`src/rtl/swd_target.sv`:
```
// SW-DP responder: oversamples swclk/swdio, decodes requests, returns ACK/read data, captures write data.
// Line outputs are registered one clk after each detected swclk rise; no backpressure, the host clock paces everything.
module swd_target #(
    parameter int SYNC_STAGES     = 2,
    parameter int LINE_RESET_BITS = 50
) (
    input  logic        clk,
    input  logic        rst,
    input  logic        swclk_in,
    input  logic        swdio_in,
    output logic        swdio_out,
    output logic        swdio_oe,
    output logic        req_stb,
    output logic        req_apndp,
    output logic        req_rnw,
    output logic [1:0]  req_addr,
    input  logic [2:0]  ack_resp,
    input  logic [31:0] rdata,
    output logic        rd_stb,
    output logic        wr_stb,
    output logic [31:0] wdata,
    output logic        par_err,
    output logic        line_reset
);
    localparam int LRW = $clog2(LINE_RESET_BITS + 1);
    localparam logic [LRW-1:0] LR_MAX  = LRW'(LINE_RESET_BITS);
    localparam logic [LRW-1:0] LR_LAST = LRW'(LINE_RESET_BITS - 1);
    localparam logic [2:0]     ACK_OK   = 3'b001;
    localparam logic [2:0]     ACK_NONE = 3'b111;

    typedef enum logic [2:0] {
        IDLE, REQ, TRN1, ACK, RDATA, TRN2, WDATA, LR_WAIT
    } state_t;

    logic [SYNC_STAGES-1:0] clk_sync;
    logic [SYNC_STAGES-1:0] dio_sync;
    logic                   clk_prev;
    logic                   sclk;
    logic                   sdio;
    logic                   rise;
    logic                   lr_hit;

    state_t         state;
    logic [5:0]     bit_cnt;
    logic [5:0]     req_sr;
    logic [2:0]     ack_q;
    logic           ack_ok;
    logic [31:0]    rd_q;
    logic [31:0]    wr_sr;
    logic [LRW-1:0] lr_cnt;

    assign sclk = clk_sync[SYNC_STAGES-1];
    assign sdio = dio_sync[SYNC_STAGES-1];
    assign rise = sclk & ~clk_prev;

    // Only line cycles the target is not driving can contribute to a line reset.
    assign lr_hit = rise & sdio & ~swdio_oe & (lr_cnt == LR_LAST);

    always_ff @(posedge clk) begin
        if (!rst) begin
            clk_sync <= '0;
            dio_sync <= '0;
            clk_prev <= 1'b0;
        end else begin
            clk_sync <= {clk_sync[SYNC_STAGES-2:0], swclk_in};
            dio_sync <= {dio_sync[SYNC_STAGES-2:0], swdio_in};
            clk_prev <= sclk;
        end
    end

    always_ff @(posedge clk) begin
        if (!rst) begin
            state      <= IDLE;
            bit_cnt    <= '0;
            req_sr     <= '0;
            ack_q      <= '0;
            ack_ok     <= 1'b0;
            rd_q       <= '0;
            wr_sr      <= '0;
            lr_cnt     <= '0;
            swdio_out  <= 1'b0;
            swdio_oe   <= 1'b0;
            req_stb    <= 1'b0;
            req_apndp  <= 1'b0;
            req_rnw    <= 1'b0;
            req_addr   <= '0;
            rd_stb     <= 1'b0;
            wr_stb     <= 1'b0;
            wdata      <= '0;
            par_err    <= 1'b0;
            line_reset <= 1'b0;
        end else begin
            req_stb    <= 1'b0;
            rd_stb     <= 1'b0;
            wr_stb     <= 1'b0;
            par_err    <= 1'b0;
            line_reset <= 1'b0;

            if (rise) begin
                if (!sdio)
                    lr_cnt <= '0;
                else if (!swdio_oe && lr_cnt != LR_MAX)
                    lr_cnt <= lr_cnt + 1'b1;

                if (lr_hit) begin
                    state      <= LR_WAIT;
                    swdio_oe   <= 1'b0;
                    swdio_out  <= 1'b0;
                    line_reset <= 1'b1;
                    bit_cnt    <= '0;
                end else begin
                    case (state)
                        IDLE: begin
                            if (sdio) begin
                                state   <= REQ;
                                bit_cnt <= '0;
                            end
                        end
                        REQ: begin
                            // After six shifts req_sr[0] holds APnDP and req_sr[5] the stop bit.
                            req_sr  <= {sdio, req_sr[5:1]};
                            bit_cnt <= bit_cnt + 1'b1;
                            if (bit_cnt == 6'd6) begin
                                if (req_sr[4] != ^req_sr[3:0]) begin
                                    par_err <= 1'b1;
                                    state   <= IDLE;
                                end else if (!req_sr[5] && sdio) begin
                                    req_apndp <= req_sr[0];
                                    req_rnw   <= req_sr[1];
                                    req_addr  <= {req_sr[3], req_sr[2]};
                                    req_stb   <= 1'b1;
                                    state     <= TRN1;
                                end else begin
                                    state <= IDLE;
                                end
                            end
                        end
                        TRN1: begin
                            ack_q   <= ack_resp;
                            ack_ok  <= (ack_resp == ACK_OK);
                            rd_q    <= rdata;
                            bit_cnt <= '0;
                            state   <= (ack_resp == ACK_NONE) ? IDLE : ACK;
                        end
                        ACK: begin
                            swdio_oe  <= 1'b1;
                            swdio_out <= ack_q[0];
                            ack_q     <= {1'b0, ack_q[2:1]};
                            bit_cnt   <= bit_cnt + 1'b1;
                            if (bit_cnt == 6'd2) begin
                                bit_cnt <= '0;
                                state   <= (ack_ok && req_rnw) ? RDATA : TRN2;
                            end
                        end
                        RDATA: begin
                            bit_cnt <= bit_cnt + 1'b1;
                            if (bit_cnt < 6'd32) begin
                                swdio_out <= rd_q[bit_cnt[4:0]];
                            end else if (bit_cnt == 6'd32) begin
                                swdio_out <= ^rd_q;
                            end else begin
                                swdio_oe  <= 1'b0;
                                swdio_out <= 1'b0;
                                rd_stb    <= 1'b1;
                                state     <= IDLE;
                            end
                        end
                        TRN2: begin
                            swdio_oe  <= 1'b0;
                            swdio_out <= 1'b0;
                            bit_cnt   <= '0;
                            state     <= (ack_ok && !req_rnw) ? WDATA : IDLE;
                        end
                        WDATA: begin
                            bit_cnt <= bit_cnt + 1'b1;
                            if (bit_cnt < 6'd32) begin
                                wr_sr <= {sdio, wr_sr[31:1]};
                            end else begin
                                if (sdio == ^wr_sr) begin
                                    wdata  <= wr_sr;
                                    wr_stb <= 1'b1;
                                end else begin
                                    par_err <= 1'b1;
                                end
                                state <= IDLE;
                            end
                        end
                        LR_WAIT: begin
                            if (!sdio)
                                state <= IDLE;
                        end
                        default: state <= IDLE;
                    endcase
                end
            end
        end
    end
endmodule
```
`config.mk`:
```
export PLATFORM = sky130hd
export DESIGN_NAME = swd_target
export DESIGN_NICKNAME = d
export VERILOG_FILES = /design/src/rtl/swd_target.sv
export SDC_FILE = /design/constraint.sdc
export NUM_CORES = 1
export LEC_CHECK = 0
export ABC_AREA = 1
export CAP_MARGIN = 20
export CORE_AREA = 2 2 170 89
export CTS_BUF_LIST = sky130_fd_sc_hd__clkbuf_4 sky130_fd_sc_hd__clkbuf_8
export DETAILED_ROUTE_END_ITERATION = 7
export DIE_AREA = 0 0 172 91
export PLACE_DENSITY_LB_ADDON = 0.08
export SYNTH_ARGS = -nofsm -noshare
export SYNTH_HDL_FRONTEND = slang
export SYNTH_SLANG_ARGS = --single-unit
```
`constraint.sdc`:
```
create_clock -name clk -period 1.85 [get_ports clk]
set_input_delay 0.185 -clock clk [delete_from_list [all_inputs] [get_ports clk]]
set_output_delay 0.185 -clock clk [all_outputs]
set_load 0.02 [all_outputs]
```
* Word-level counts from Yosys, hierarchy flattened
Index checks and enable logic that the tools add are counted.
W data, S select, Z words.
** Storage, ports and cells
- Bits in registers :: 137
- Bits of input ports :: 39
- Output and inout bits :: 43
** Cells by class
- Add/subtract/negate cells :: 2
- Order comparisons :: 2
- Equal/unequal tests :: 24
- Multiplexer cells :: 40
- Bitwise logic cells :: 15
- Reductions and logical operators :: 32
** Operators by type and width (count)
- $reduce_xor A32 Y1 :: 2
- $mux W6 :: 5
- $mux W3 :: 9
- $pmux W3 S8 :: 1
- $pmux W6 S4 :: 1
- $ne A3 B3 Y1 const B :: 7
- $mux W1 :: 16
- $eq A3 B3 Y1 const B :: 5
- $add A6 B1 Y6 const B :: 2
- $eq A6 B6 Y1 const B :: 2
- $reduce_and A3 Y1 :: 4
- $not A1 Y1 :: 11
- $reduce_or A5 Y1 :: 2
- $reduce_and A4 Y1 :: 2
- $reduce_and A8 Y1 :: 1
- $eq A3 B1 Y1 const B :: 2
- $eq A3 B2 Y1 const B :: 2
- $eq A6 B2 Y1 const B :: 1
- $eq A6 B3 Y1 const B :: 1
- $lt A5 B6 Y1 const B :: 1
- $lt A6 B6 Y1 const B :: 1
- $mux W2 :: 3
- $ne A6 B6 Y1 const B :: 1
- $pmux W1 S3 :: 2
- other kinds (20) :: 31

* Depth between registers and ports, before layout
Gate-level depths: netlist of the first run.
- Depth in word-level cells :: 7
- Mapped depth :: 16

* Worst setup path after synthesis of the first run
No wires, ideal clock.
- Path kind :: register -> register
- From :: reg bit_cnt[0]
- To :: reg state[0]
- Library setup time :: 117 ps
- Arrival time :: 1732 ps
- Path slack :: 1 ps
- Cell stages (with the launch flop) :: 11
- Path through :: dfxtp_1 > clkinv_1 > clkbuf_1 > ha_1 > nand2_1 > nor2_1 > nor2_1 > o31ai_1 > nand3_1 > nor3_1 > nor2_1
** Between the ends
- Cells in the longest elaborated chain, start to end :: 3
** Ends and longest elaborated chain
- start: declaration :: line 44 : logic [5:0] bit_cnt;
- start signal: assignment :: line 122 : bit_cnt <= bit_cnt + 1'b1;
- start signal: assignment :: line 149 : bit_cnt <= bit_cnt + 1'b1;
- start signal: assignment :: line 156 : bit_cnt <= bit_cnt + 1'b1;
- $lt A6 B6 Y1 (tied with other cells) :: line 157, 176
- $ne A3 B3 Y1 (no source line)
- $reduce_and A8 Y1 (no source line) *
- end signal: assignment :: line 143 : state <= (ack_resp == ACK_NONE) ? IDLE : ACK;
- end signal: assignment :: line 152 : state <= (ack_ok && req_rnw) ? RDATA : TRN2;
- end signal: assignment :: line 172 : state <= (ack_ok && !req_rnw) ? WDATA : IDLE;
- end: declaration :: line 43 : state_t state;
Every way passes the cells marked *; elsewhere a longest branch is shown, timed or not.
A chain may end at the register's enable or synchronous reset.

* Final worst setup path of the first run
- From :: reg wr_sr[12]
- To :: reg wdata[18]
** Between the ends
- Cells in the longest elaborated chain, start to end :: 3
** Ends and longest elaborated chain
- start: declaration :: line 49 : logic [31:0] wr_sr;
- start signal: assignment :: line 177 : wr_sr <= {sdio, wr_sr[31:1]};
- $reduce_xor A32 Y1 :: line 179 : if (sdio == ^wr_sr) begin
- $eq A1 B1 Y1 :: line 179
- $reduce_and A5 Y1 (no source line)
- end signal: assignment :: line 180 : wdata <= wr_sr;
- end: declaration :: line 21 : output logic [31:0] wdata,
No other way between the ends.

==> results.cfg, run 1 <==
[synth]
postSynthAreaPerCell_um2 = 6.34
ys_seq_elements = 137
netlist_instances = 1162
synth.net_count = 1206
yosysWarnings = 0
ys_types = 35
synth-seq-area-share_pct = 37.2
syn_area_um2 = 7370

[critical_path]
setup.worst_path.start_class = flop
crit_fanout = 5
r2r-start = wr_sr[12]
critPathSlowestCell = dfxtp_4
cp_slowest_stage_delay_ns = 0.37
cp_data_arrival_time_ns = 2.26
cp.required_ns = 2.20
critPathMostFrequentCell = nand2_4
crit_path_end_kind = flop
critical_path.startpoint = wr_sr[12]
crit_path_cell_trace = inv_4, nand2_1, nand2_2, nand2_1, nand2_2, nand2_4, nand2_4, nand2_4, nand3_4, nand3_4, nand2_4, buf_12, buf_8, nand3_2, nand2_1, nor2_1
critPathKind = reg -> reg

[power]
total_leakage_power_nw = 4.52
power.density_nw_per_um2 = 604
peakVddDrop_mv = 0.373
finalPower_w = 0.00612

[timing]
final.setup_skew_ns = 0.0168
rsz0062_at_grt = true
fmax_mhz = 523
relSlewSlack_pct = 78.0
setup_ws_ns = -0.0604
max_slew.worst_pin.slew_ns = 0.327
layout_min_cycle_time_ns = 1.91
post-route-period-util_pct = 103
hold_viol = 0
slew_viol_final = 0
setup_viol = 19

[min_path]
hold_class = in -> reg
hp-start = rst

[floorplan]
chipWidth_um = 172
dieArea_um2 = 15700
rows = 31
start_util_pct = 52.2
ioPinCount = 82
coreArea_um2 = 14100
die_h_um = 91

[layout]
nets = 1340
n_antenna_cell = 0
final_cell_mix = 288 x nand2_1, 139 x nor2_1, 126 x inv_1, 98 x dfxtp_1, 90 x o21ai_0
drive_gt1_share_pct = 23.8
syn2layout_area_growth_pct = 37.4
final_common_cell = nand2_1

[global_routing]
grt_pass1_vias = 6302
track_usage_pct = 25.3
grt_pass1_wl_um = 31500
grt_max_degree = 64
antenna_found_initial = 0
grt.overflow.total = 0

[detailed_routing]
dr.first_iter.drc_count = 910
via_count = 7644
routedWlPerCell_um = 14.2
avgViaCountPerCell = 5.07
first_pass_iters = 5
antenna_left = 0
wirelength_um = 21400
route.detailed.drc = 0

[clock_tree]
clockBufferDepth = 2
cts-root-buf = clkbuf_8
cts_hold_buffers = 0
cts_buffers = 17
cts_sinks = 137
cts_tree = built
clk_latency_ns = 0.45
cts_max_level = 4
clk_pin_slew_ns = 0.09

[placement]
dp.final_hpwl_um = 13600
dp_slack_ns = -0.00497
gp_congestion = 0.939
numPortBuffers = 81

[flow_run]
max-cap-violations = 0

[status]
violations = negative setup slack
status = finished with violations
flip-flops by register name, indices dropped and copies added, names as in the netlist, 3 cells and up:
name     flops
req_sr       6
bit_cnt      6
wr_sr       32
ack_q        3
state        3
wdata       32
lr_cnt       6
rd_q        32
critical path, delay by kind of cell (launching register included):
family | cells | cell delay (ns)
buf+inv | 3 | 0.33
flops | 1 | 0.37
simple gates | 13 | 1.13
where the power goes:
| group | total [W] | internal (W) | switching, W |
|---|---|---|---|
| combinational | 0.000421 | 0.000195 | 0.000226 |
| sequential | 0.00296 | 0.00294 | 0.0000174 |
| clock | 0.00274 | 0.00144 | 0.00130 |
| total | 0.00612 | 0.00458 | 0.00154 |
layer usage:
| metal | global-route usage [%] | share of wire [%] | up-vias |
|---|---|---|---|
| met5 | 0 | 0 | - |
| met4 | 4.27 | 0.78 | 0 |
| met3 | 5.49 | 8.1 | 17 |
| met2 | 30.3 | 39 | 308 |
| met1 | 43.6 | 53 | 3450 |
| li1 | - | - | 3869 |
Yosys cell counts, drive strengths merged:
| master | n | area [um2] |
|---|---|---|
| nand2 | 366 | 1410 |
| inv | 161 | 604 |
| nor2 | 148 | 563 |
| dfxtp | 137 | 2740 |
| o21ai | 91 | 455 |
| nand3 | 80 | 423 |
| a21oi | 57 | 285 |
| buf | 23 | 158 |
| xnor2 | 23 | 201 |
| xor2 | 21 | 184 |
| clkbuf | 15 | 57.6 |
| nor3 | 14 | 91.3 |
| nand4 | 7 | 43.8 |
| ha | 5 | 62.6 |
| a31oi | 2 | 12.5 |
| clkinv | 2 | 7.51 |
| nor3b | 2 | 15.0 |
| o31ai | 2 | 15.0 |
| a22oi | 1 | 7.51 |
| and3 | 1 | 6.26 |
| nand3b | 1 | 7.51 |
| nor4 | 1 | 6.26 |
| o21a | 1 | 7.51 |
| o41ai | 1 | 8.76 |
timing repair:
action | in CTS | in global routing
pin swaps | 2 | 47
setup buffers | 1 | 18
hold endpoints to repair | 0 | 0
setup endpoints to repair | 25 | 114
gates cloned | 1 | 2
gates resized for setup | 25 | 222
layout make-up:
cell class                      count  area [um2]
Inverter                          163         622
Fill cell                        1157        3990
Timing Repair Buffer              153        1550
Clock buffer                       20         269
Sequential cell                   137        2830
Tap cell                          198         248
Clock inverter                     12         165
Multi-Input combinational cell    824        4440
kinds of logic (layout without fill, tap and decap cells):
group / after synthesis / in the layout / share of synthesized area (%)
compound gates: 155 / 155 / 10.7
xor+xnor: 44 / 44 / 5.23
fa+ha+maj: 5 / 5 / 0.849
buf+inv: 201 / 348 / 11.2
flops: 137 / 137 / 37.2
simple gates: 620 / 620 / 34.8
through the flow:
| stage | util (%) | hold WS (ns) | setup TNS (ns) | cell area [um2] | instances |
|---|---|---|---|---|---|
| after floorplan | - | 0.283 | 0 | 7370 | 1162 |
| after global placement | 61.7 | 0.408 | 0 | 8710 | 1454 |
| after detailed placement | 61.7 | 0.430 | -0.0123 | 8710 | 1454 |
| after CTS | 65.6 | 0.100 | 0 | 9270 | 1488 |
| after global routing | 71.7 | 0.104 | -5.37 | 10100 | 1507 |
| final | 71.7 | 0.120 | -0.311 | 10100 | 1507 |
path summary, 6_finish.rpt:
check                           cells past startpoint          end  slack, ns
worst min register to register                      2  clk_sync[1]       0.44
worst max-delay path                               16    wdata[18]      -0.06
worst min-delay path                                3     rd_q[31]       0.12
worst max register to register                     16    wdata[18]      -0.06
Power figures use the tool's default switching activity.
==> run 2: changes to the inputs <==
--- a/config.mk
+++ b/config.mk
@@ -6,7 +6,6 @@
 export NUM_CORES = 1
 export LEC_CHECK = 0
 export ABC_AREA = 1
-export CAP_MARGIN = 20
 export CORE_AREA = 2 2 170 89
 export CTS_BUF_LIST = sky130_fd_sc_hd__clkbuf_4 sky130_fd_sc_hd__clkbuf_8
 export DETAILED_ROUTE_END_ITERATION = 7
==> results of run 2 <==
Same layout as run 1: the final DEF is identical, and so are final timing and power.
